[src/rtl/bus_serial_port_if.sv]
// CPU data-bus view of the serial port: device address, write/read strobes and read-back data.
interface bus_serial_port_if;
    logic [7:0]  addr;
    logic [15:0] bus_in;
    logic        DI;
    logic        DO;
    logic [15:0] bus_out;
    logic        bus_oe;

    modport master (output addr, bus_in, DI, DO, input bus_out, bus_oe);
    modport slave  (input addr, bus_in, DI, DO, output bus_out, bus_oe);
endinterface

[src/rtl/bus_serial_port.sv]
// Memory-mapped 8N1 serial console: data register at BASE, status at BASE+1,
// with small TX/RX FIFOs decoupling the CPU from bit timing.
module bus_serial_port #(
    parameter logic [7:0]  BASE         = 8'h02,
    parameter int unsigned CLKS_PER_BIT = 16,
    parameter int unsigned FIFO_DEPTH   = 4
) (
    input  logic             clk,
    input  logic             reset,
    bus_serial_port_if.slave bus,
    input  logic             rxd,
    output logic             txd
);
    localparam int unsigned PtrW = (FIFO_DEPTH > 1) ? $clog2(FIFO_DEPTH) : 1;
    localparam int unsigned CntW = $clog2(FIFO_DEPTH) + 1;
    localparam int unsigned TickW = $clog2(CLKS_PER_BIT);
    localparam logic [TickW-1:0] TickLast = TickW'(CLKS_PER_BIT - 1);
    localparam logic [TickW-1:0] TickHalf = TickW'(CLKS_PER_BIT / 2 - 1);

    typedef enum logic [1:0] {TxIdle, TxStart, TxData, TxStop} tx_state_e;
    typedef enum logic [1:0] {RxIdle, RxStart, RxData, RxStop} rx_state_e;

    logic sel_data, sel_stat, rd_data, rd_stat, wr_data;
    assign sel_data = (bus.addr == BASE);
    assign sel_stat = (bus.addr == BASE + 8'd1);
    assign rd_data  = bus.DO & sel_data;
    assign rd_stat  = bus.DO & sel_stat;
    assign wr_data  = bus.DI & sel_data;

    logic unused_bus_hi;
    assign unused_bus_hi = ^bus.bus_in[15:8];

    // TX FIFO
    logic [7:0]      tx_mem_q [FIFO_DEPTH];
    logic [PtrW-1:0] tx_wr_q, tx_rd_q;
    logic [CntW-1:0] tx_cnt_q;
    logic            tx_empty, tx_full, tx_push, tx_pop, tx_idle;
    tx_state_e       tx_state_q;

    assign tx_empty = (tx_cnt_q == '0);
    assign tx_full  = (tx_cnt_q == CntW'(FIFO_DEPTH));
    assign tx_pop   = (tx_state_q == TxIdle) & ~tx_empty;
    assign tx_push  = wr_data & (~tx_full | tx_pop);
    assign tx_idle  = tx_empty & (tx_state_q == TxIdle);

    always_ff @(posedge clk) begin
        if (tx_push) tx_mem_q[tx_wr_q] <= bus.bus_in[7:0];
    end

    always_ff @(posedge clk) begin
        if (reset) begin
            tx_wr_q  <= '0;
            tx_rd_q  <= '0;
            tx_cnt_q <= '0;
        end else begin
            if (tx_push) tx_wr_q <= tx_wr_q + PtrW'(1);
            if (tx_pop)  tx_rd_q <= tx_rd_q + PtrW'(1);
            if (tx_push & ~tx_pop)      tx_cnt_q <= tx_cnt_q + CntW'(1);
            else if (~tx_push & tx_pop) tx_cnt_q <= tx_cnt_q - CntW'(1);
        end
    end

    // TX engine; txd is registered so the line holds each level for whole bit periods
    logic [7:0]       tx_shift_q;
    logic [TickW-1:0] tx_tick_q;
    logic [2:0]       tx_bit_q;
    logic             txd_q;

    always_ff @(posedge clk) begin
        if (reset) begin
            tx_state_q <= TxIdle;
            tx_shift_q <= '0;
            tx_tick_q  <= '0;
            tx_bit_q   <= '0;
            txd_q      <= 1'b1;
        end else begin
            unique case (tx_state_q)
                TxIdle: begin
                    txd_q <= 1'b1;
                    if (!tx_empty) begin
                        tx_shift_q <= tx_mem_q[tx_rd_q];
                        tx_tick_q  <= '0;
                        tx_state_q <= TxStart;
                        txd_q      <= 1'b0;
                    end
                end
                TxStart: begin
                    if (tx_tick_q == TickLast) begin
                        tx_tick_q  <= '0;
                        tx_bit_q   <= '0;
                        txd_q      <= tx_shift_q[0];
                        tx_state_q <= TxData;
                    end else begin
                        tx_tick_q <= tx_tick_q + TickW'(1);
                    end
                end
                TxData: begin
                    if (tx_tick_q == TickLast) begin
                        tx_tick_q <= '0;
                        if (tx_bit_q == 3'd7) begin
                            txd_q      <= 1'b1;
                            tx_state_q <= TxStop;
                        end else begin
                            tx_bit_q   <= tx_bit_q + 3'd1;
                            tx_shift_q <= {1'b0, tx_shift_q[7:1]};
                            txd_q      <= tx_shift_q[1];
                        end
                    end else begin
                        tx_tick_q <= tx_tick_q + TickW'(1);
                    end
                end
                TxStop: begin
                    if (tx_tick_q == TickLast) tx_state_q <= TxIdle;
                    else                       tx_tick_q  <= tx_tick_q + TickW'(1);
                end
                default: tx_state_q <= TxIdle;
            endcase
        end
    end

    assign txd = txd_q;

    // RX synchronizer and engine; rx_push_q is a one-cycle strobe for a good frame
    logic             rx_meta_q, rx_sync_q, rx_push_q;
    rx_state_e        rx_state_q;
    logic [7:0]       rx_shift_q;
    logic [TickW-1:0] rx_tick_q;
    logic [2:0]       rx_bit_q;

    always_ff @(posedge clk) begin
        if (reset) begin
            rx_meta_q  <= 1'b1;
            rx_sync_q  <= 1'b1;
            rx_state_q <= RxIdle;
            rx_shift_q <= '0;
            rx_tick_q  <= '0;
            rx_bit_q   <= '0;
            rx_push_q  <= 1'b0;
        end else begin
            rx_meta_q <= rxd;
            rx_sync_q <= rx_meta_q;
            rx_push_q <= 1'b0;
            unique case (rx_state_q)
                RxIdle: begin
                    if (!rx_sync_q) begin
                        rx_tick_q  <= '0;
                        rx_state_q <= RxStart;
                    end
                end
                RxStart: begin
                    if (rx_tick_q == TickHalf) begin
                        rx_tick_q  <= '0;
                        rx_bit_q   <= '0;
                        rx_state_q <= rx_sync_q ? RxIdle : RxData;
                    end else begin
                        rx_tick_q <= rx_tick_q + TickW'(1);
                    end
                end
                RxData: begin
                    if (rx_tick_q == TickLast) begin
                        rx_tick_q  <= '0;
                        rx_shift_q <= {rx_sync_q, rx_shift_q[7:1]};
                        if (rx_bit_q == 3'd7) rx_state_q <= RxStop;
                        else                  rx_bit_q   <= rx_bit_q + 3'd1;
                    end else begin
                        rx_tick_q <= rx_tick_q + TickW'(1);
                    end
                end
                RxStop: begin
                    if (rx_tick_q == TickLast) begin
                        rx_push_q  <= rx_sync_q;
                        rx_state_q <= RxIdle;
                    end else begin
                        rx_tick_q <= rx_tick_q + TickW'(1);
                    end
                end
                default: rx_state_q <= RxIdle;
            endcase
        end
    end

    // RX FIFO and sticky overrun
    logic [7:0]      rx_mem_q [FIFO_DEPTH];
    logic [PtrW-1:0] rx_wr_q, rx_rd_q;
    logic [CntW-1:0] rx_cnt_q;
    logic            rx_empty, rx_full, rx_push, rx_pop, rx_ovr_q;

    assign rx_empty = (rx_cnt_q == '0);
    assign rx_full  = (rx_cnt_q == CntW'(FIFO_DEPTH));
    assign rx_pop   = rd_data & ~rx_empty;
    assign rx_push  = rx_push_q & (~rx_full | rx_pop);

    always_ff @(posedge clk) begin
        if (rx_push) rx_mem_q[rx_wr_q] <= rx_shift_q;
    end

    always_ff @(posedge clk) begin
        if (reset) begin
            rx_wr_q  <= '0;
            rx_rd_q  <= '0;
            rx_cnt_q <= '0;
            rx_ovr_q <= 1'b0;
        end else begin
            if (rx_push) rx_wr_q <= rx_wr_q + PtrW'(1);
            if (rx_pop)  rx_rd_q <= rx_rd_q + PtrW'(1);
            if (rx_push & ~rx_pop)      rx_cnt_q <= rx_cnt_q + CntW'(1);
            else if (~rx_push & rx_pop) rx_cnt_q <= rx_cnt_q - CntW'(1);
            // a new overrun beats a concurrent status-read clear
            if (rx_push_q & ~rx_push) rx_ovr_q <= 1'b1;
            else if (rd_stat)         rx_ovr_q <= 1'b0;
        end
    end

    assign bus.bus_oe = bus.DO & (sel_data | sel_stat);

    always_comb begin
        bus.bus_out = '0;
        if (rd_data) begin
            bus.bus_out = {8'h00, rx_empty ? 8'h00 : rx_mem_q[rx_rd_q]};
        end else if (rd_stat) begin
            bus.bus_out = {12'h000, tx_idle, rx_ovr_q, ~tx_full, ~rx_empty};
        end
    end
endmodule

[src/flat_wrapper.sv]
// flat-port wrapper written by rule: the top's interface ports become plain ports
module bus_serial_port_flat 
#(
    parameter logic [7:0]  BASE         = 8'h02,
    parameter int unsigned CLKS_PER_BIT = 16,
    parameter int unsigned FIFO_DEPTH   = 4
)
  (clk, reset, rxd, txd, bus_addr, bus_bus_in, bus_DI, bus_DO, bus_bus_out, bus_bus_oe);
  bus_serial_port_if bus_i ();
  input  logic clk;
  input  logic reset;
  input  logic rxd;
  output logic txd;
  input wire logic [$bits(bus_i.addr)-1:0] bus_addr;
  input wire logic [$bits(bus_i.bus_in)-1:0] bus_bus_in;
  input wire logic [$bits(bus_i.DI)-1:0] bus_DI;
  input wire logic [$bits(bus_i.DO)-1:0] bus_DO;
  output wire logic [$bits(bus_i.bus_out)-1:0] bus_bus_out;
  output wire logic [$bits(bus_i.bus_oe)-1:0] bus_bus_oe;
  assign bus_i.addr = bus_addr;
  assign bus_i.bus_in = bus_bus_in;
  assign bus_i.DI = bus_DI;
  assign bus_i.DO = bus_DO;
  assign bus_bus_out = bus_i.bus_out;
  assign bus_bus_oe = bus_i.bus_oe;
  bus_serial_port #(.BASE(BASE), .CLKS_PER_BIT(CLKS_PER_BIT), .FIFO_DEPTH(FIFO_DEPTH)) u_core (.clk(clk), .reset(reset), .bus(bus_i), .rxd(rxd), .txd(txd));
endmodule
[config.mk]
export PLATFORM = sky130hd
export DESIGN_NAME = bus_serial_port_flat
export DESIGN_NICKNAME = d
export VERILOG_FILES = /design/src/rtl/bus_serial_port_if.sv /design/src/rtl/bus_serial_port.sv /design/src/flat_wrapper.sv
export SDC_FILE = /design/constraint.sdc
export NUM_CORES = 1
export LEC_CHECK = 0
export CAP_MARGIN = 20
export CORE_ASPECT_RATIO = 0.6
export CORE_UTILIZATION = 68
export CTS_BUF_LIST = sky130_fd_sc_hd__clkbuf_4 sky130_fd_sc_hd__clkbuf_8
export DETAILED_ROUTE_END_ITERATION = 12
export DONT_BUFFER_PORTS = 1
export PLACE_DENSITY = 0.89
export SYNTH_ARGS = -nofsm -noshare
export SYNTH_HDL_FRONTEND = slang
export SYNTH_SLANG_ARGS = --single-unit
[constraint.sdc]
create_clock -name clk -period 5.5 [get_ports clk]
set_clock_uncertainty 0.1 [all_clocks]
set_input_delay 1.1 -clock clk [delete_from_list [all_inputs] [get_ports clk]]
set_output_delay 1.1 -clock clk [all_outputs]
set_load 0.02 [all_outputs]
======== Word level (Yosys, flattened, before mapping) ========
Memories as Yosys holds them, arrays and structs flattened. A register that Yosys moved wholly into a read port is not among the register bits.
Index checks and enable logic that the tools add are counted.
storage, ports and cells
  register bits after elaboration ......... 53
  latch bits .............................. 0
  bits in writable memories ............... 64
  ROM bits ................................ 0
  input port bits ......................... 29
  output and inout port bits .............. 18
  word-level logic and storage cells ...... 167
  memories kept ........................... 2
operators by class
  add/subtract/negate cells ............... 12
  multiply operators ...................... 0
  divide/modulo/power cells ............... 0
  order comparisons ....................... 0
  equality and inequality tests ........... 29
  shift-type cells ........................ 0
  multiplexer cells ....................... 56
  bitwise gates (word level) .............. 27
  reductions and logical operators ........ 22
memory list
  memory           words  width  read ports  clocked after Yosys merged registers in  wr ports  line                    RTL
  u_core.rx_mem_q  4      8      1           1                                        1         bus_serial_port.sv:183  logic [7:0] rx_mem_q [FIFO_DEPTH];
  u_core.tx_mem_q  4      8      1           1                                        1         bus_serial_port.sv:34   logic [7:0] tx_mem_q [FIFO_DEPTH];
operators with widths
  kind                                                                     count
  4-bit two-way mux                                                        8
  8-bit two-way mux                                                        4
  2-bit two-way mux                                                        15
  3-bit two-way mux                                                        10
  8-bit by 2-bit == test with 1-bit output, second input constant          2
  16-bit two-way mux                                                       1
  2-bit by 1-bit inequality test with 1-bit output, second input constant  8
  2-bit one-hot mux with 4 select lines                                    2
  4-bit one-hot mux with 4 select lines                                    1
  8-bit one-hot mux with 2 select lines                                    1
  1-bit bitwise AND                                                        14
  3-bit by 1-bit adder with 3-bit output, second input constant            4
  3-bit == test, second input constant                                     4
  2-bit inequality test, second input constant                             6
  3-bit one-hot mux with 2 select lines                                    2
  4-bit one-hot mux with 3 select lines                                    1
  4-bit AND reduction                                                      3
  2-bit nonzero test                                                       6
  1-bit two-way mux                                                        10
  1-bit NOT                                                                10
  5-bit AND reduction                                                      2
  2-bit by 1-bit adder with 2-bit output, second input constant            4
  4-bit by 1-bit adder with 4-bit output, second input constant            2
  2-bit == test, second input constant                                     4
  13 further kinds                                                         22

======== Longest topological paths before layout ========
  depth in word-level cells ............... 9
  mapped depth ............................ 11
  gate-level depth less buffers ........... 10

======== Worst setup path before layout ========
Ideal clock, no wire load.
  path kind ............................... input to output
  from .................................... input port bus_addr[5]
  to ...................................... output port bus_bus_out[1]
  arrival ................................. 2.441 ns
  data required time ...................... 4.300 ns
  setup slack ............................. 1.859 ns
  stages .................................. 5
  buffers on the path ..................... 1
  path through ............................ nor4_2 > and4_1 > clkbuf_1 > nand2_1 > o22ai_1
between the ends
  word-level cells in the longest chain between the ends .. 4
  elaborated cells between the ends (all ways) .. 6
  classes of those cells .................. eq/ne: 2; mux: 2; bitwise: 2
RTL lines
  what                                      line                    RTL
  from (decl)                               flat_wrapper.sv:14      input wire logic [$bits(bus_i.addr)-1:0] bus_addr;
  8-bit by 2-bit == test with 1-bit output  bus_serial_port.sv:25   assign sel_stat = (bus.addr == BASE + 8'd1);
  1-bit bitwise AND                         bus_serial_port.sv:27   assign rd_stat = bus.DO & sel_stat;
  4-bit two-way mux                         bus_serial_port.sv:220  end else if (rd_stat) begin
  16-bit two-way mux *                      bus_serial_port.sv:218  if (rd_data) begin
  to (decl)                                 flat_wrapper.sv:18      output wire logic [$bits(bus_i.bus_out)-1:0] bus_bus_out;
Every way passes the cells marked *; elsewhere a longest branch is shown, timed or not.

======== Worst setup path after layout ========
  from .................................... input port bus_addr[5]
  to ...................................... output port bus_bus_out[2]
The elaborated chain is that of the path after synthesis.

==> impl_summary.log <==
INFO  metric run_status = completed
INFO  metric synth-edff-count = 64
INFO  metric layout_cells_sized_above_1 = 13.6%
INFO  metric via_count = 3,389
INFO  metric finalHoldViolations = 0
INFO  metric ys_seq_elements = 121
INFO  metric cts-hold-fix-buffers = 0
INFO  metric synth.yosys.seq_area_share = 56.8%
INFO  metric start_util = 72.1%
INFO  metric ys_async_sr_fraction = 0%
INFO  metric route.antenna.remaining_nets = 0
INFO  metric netlist_area_before_placement = 5390 um^2
INFO  metric p_sw = 672 uW
INFO  metric final_net_count = 473
INFO  metric drt_iter0_drc = 358
INFO  metric grt_pass1_wl = 16,600 um
INFO  metric tightestPinTransition = 876 ps
INFO  metric cts_resized = 0
INFO  metric clock_tree.buffer_depth = 2
INFO  metric timing.final.max_slew_violations = 0
INFO  metric syn2layout_area_growth = 7.54%
INFO  metric p_int = 1690 uW
INFO  metric post_detailed_route_via_to_cell_ratio = 6.30
INFO  metric cap_violations = 0
INFO  metric synthDominantCellAreaShare = 35.7%
INFO  metric die-area = 8300 um^2
INFO  metric reg2reg_from = u_core.tx_state_q[0]$_SDFFE_PP0P_
INFO  metric replace_congestion = 0.785
INFO  metric netlist-cell-type-count = 62
INFO  metric worstPathRequired = 4300 ps
INFO  metric largest_net_degree_at_the_start_of_global_routing = 60
INFO  metric hpwl = 6590 um
INFO  metric power.leakage = 0.00208 uW
INFO  metric post_cts_buffers = 0
INFO  metric cts.reportedPaths.clkPinSlew = 70 ps
INFO  metric number_of_instances_in_the_synthesized_netlist = 422
INFO  metric power.ir.vdd_worst = 234 uV
INFO  metric r2r_setup_slack = 2690 ps
INFO  metric report.power.total = 2370 uW
INFO  metric root_buffer = sky130_fd_sc_hd__clkbuf_8
INFO  metric placeableCoreArea = 7480 um^2
INFO  metric critPathLaunchType = input port
INFO  metric yosysTopAreaCell = sky130_fd_sc_hd__edfxtp_1
INFO  metric fin_tns_setup = 0 ps
INFO  metric swShare = 28.4%
INFO  metric netlist_top_cells_area = sky130_fd_sc_hd__edfxtp_1, sky130_fd_sc_hd__dfxtp_1, sky130_fd_sc_hd__mux4_2, sky130_fd_sc_hd__ha_1, sky130_fd_sc_hd__mux2i_1
INFO  metric share_seq_of_total_power = 45.4%
INFO  metric min-delay-path-class = reg -> reg
INFO  metric cts_sinks = 121
INFO  metric min_period_over_period = 72.8%
INFO  metric grt_remaining_overflow = 0
INFO  metric route.detailed.wl_per_inst = 19.5 um
INFO  metric comb_power_share = 18.0%
INFO  metric critical_path_peak_fanout = 11
INFO  metric buffer_ports.inserted = 0
INFO  metric first_global_vias = 3,392
INFO  metric i_o_pin_total = 47
INFO  metric clock_tree_from_tritoncts = done
INFO  metric cts.htree.levels = 4
INFO  metric relSlewSlack = 41.6%
INFO  metric grt_antenna_before_repair = 0
INFO  metric worstHoldStart = u_core.rx_meta_q$_SDFF_PP1_
INFO  metric cp-end-kind = output port
INFO  metric synthesis.area_per_instance = 12.8 um^2
INFO  metric core.rowCount = 24
INFO  metric yosys_warnings = 0
INFO  metric post-route-drc-count = 0
INFO  metric routed_wirelength = 10,500 um
INFO  metric die_width = 117 um
INFO  metric finalCoreUtilization = 77.5%
INFO  metric n_antenna_cell = 0
INFO  metric fmax = 0.250 GHz
INFO  metric criticalPathCategory = in -> out
INFO  metric rsz0062_at_grt = no
INFO  metric drt_first_pass_iters = 5
INFO  metric clock_power_share = 36.5%
INFO  metric most_instantiated_flip_flop_cell_in_the_synthesis_netlist = sky130_fd_sc_hd__edfxtp_1
INFO  metric globalRouteTotalUtil = 28.0%
INFO  metric die_y = 71.0 um
INFO  metric powerDensity = 408 nW/um^2
INFO  metric finalSetupViolCount = 0
INFO  metric clk_latency = 440 ps
INFO  metric period_minus_slack = 4000 ps
INFO  metric tritoncts.num_buffers = 17
INFO  metric cp_data_arrival_time = 2800 ps
INFO  metric worstSetupStartpoint = bus_addr[5]
-- cells in the final DEF, fill, tap and decap left out, drive strengths merged, types with 3 or more instances in the layout --
master	synthesis	routed
bufinv	0	4
nor2b	5	5
nand2b	6	6
nor3b	3	3
xnor2	5	5
xor2	4	4
conb	1	8
inv	17	19
edfxtp	64	64
clkbuf	9	19
nor3	5	5
a22oi	3	3
o21bai	3	3
dfxtp	57	57
o21ai	13	13
a31oi	4	4
a21oi	9	9
ha	21	21
and2	8	8
mux2i	23	23
nand2	11	11
clkinv	0	6
mux4	16	16
a211oi	10	10
nand4	7	7
or3	5	5
nor2	55	55
nand3	5	5
-- critical path, stage by stage --
cell                      delay [ps]
sky130_fd_sc_hd__nor4_2          400
sky130_fd_sc_hd__nand4_1         550
sky130_fd_sc_hd__o21ai_0         750
-- power groups by stage --
stage	clock network, uW	registers [uW]	logic [uW]
floorplan	0	1060	391
CTS	863	1080	427
finish	865	1080	426
detailed placement	0	1090	415
global route	901	1080	469
global placement	0	1090	392
-- registers in the layout (all words and copies together) (netlist names), named ones only --
name               count
u_core.rx_bit_q        3
u_core.tx_tick_q       4
u_core.rx_rd_q         2
u_core.rx_state_q      1
u_core.rx_push_q       1
u_core.rx_cnt_q        3
u_core.txd             1
u_core.rx_tick_q       4
u_core.rx_sync_q       1
u_core.tx_cnt_q        3
u_core.rx_wr_q         2
u_core.rx_shift_q      8
u_core.tx_shift_q      8
u_core.tx_wr_q         2
u_core.rx_meta_q       1
u_core.rx_mem_q       32
u_core.tx_state_q      2
u_core.tx_mem_q       32
u_core.rx_ovr_q        1
u_core.tx_rd_q         2
u_core.tx_bit_q        3
-- synth_stat cells, types with 3 or more instances --
cell,instances
sky130_fd_sc_hd__a22oi_1,3
sky130_fd_sc_hd__a211oi_1,9
sky130_fd_sc_hd__nand2_1,11
sky130_fd_sc_hd__o21ai_0,13
sky130_fd_sc_hd__a21oi_1,9
sky130_fd_sc_hd__nand3_1,5
sky130_fd_sc_hd__xor2_1,4
sky130_fd_sc_hd__inv_1,17
sky130_fd_sc_hd__o21bai_1,3
sky130_fd_sc_hd__nand4_1,7
sky130_fd_sc_hd__xnor2_1,5
sky130_fd_sc_hd__mux4_2,16
sky130_fd_sc_hd__buf_2,6
sky130_fd_sc_hd__and2_2,4
sky130_fd_sc_hd__edfxtp_1,64
sky130_fd_sc_hd__dfxtp_1,57
sky130_fd_sc_hd__nand2b_1,6
sky130_fd_sc_hd__or3_1,5
sky130_fd_sc_hd__nor3b_1,3
sky130_fd_sc_hd__buf_4,8
sky130_fd_sc_hd__nor2b_1,5
sky130_fd_sc_hd__clkbuf_1,7
sky130_fd_sc_hd__nor2_1,54
sky130_fd_sc_hd__a31oi_1,3
sky130_fd_sc_hd__mux2i_1,23
sky130_fd_sc_hd__nor3_1,5
sky130_fd_sc_hd__ha_1,21
sky130_fd_sc_hd__and2_1,4
-- stage by stage --
step                      cells  hold slack, ps  setup WS (ps)  cell area [um^2]
after detailed placement    506             313           1480              5370
after global placement      506             291           1620              5370
after CTS                   538             330           1470              5800
after global routing        538             353           1390              5800
after floorplan             429             289           1860              5420
final                       538             332           1500              5800
-- cells by family after synthesis --
logic type / count (synthesis) / synth area share [%]
AOI/OAI and AO/OA: 58 / 7.68
xor gates and xnor gates: 9 / 1.46
adders and majority gates: 23 / 5.62
buffers and inverters: 44 / 4.41
DFF: 121 / 56.8
muxes: 41 / 11.4
other: 1 / 0.0696
and+or+nand+nor: 125 / 12.6
-- routing by layer --
layer	vias up	global-route usage, %	wire length, um
li1	1534	-	-
met1	1682	36.2	4560
met2	145	44.4	4980
met3	28	8.14	732
met4	0	12.1	232
met5	-	0	0
-- area by class of cell --
class	instances	area, um^2
Clock buffer	19	249
Clock inverter	13	175
Fill cell	414	1680
Inverter	17	63.8
Multi-Input combinational cell	264	2120
Sequential cell	121	3060
Tap cell	104	130
-- worst paths after layout --
path / to / depth (start not counted)
min: u_core.rx_sync_q$_SDFF_PP1_ / 1
min reg2reg: u_core.rx_sync_q$_SDFF_PP1_ / 1
max: bus_bus_out[2] / 3
max reg2reg: u_core.tx_cnt_q[2]$_SDFFE_PP0P_ / 10
Note: power is estimated with default switching activity, not from simulation.
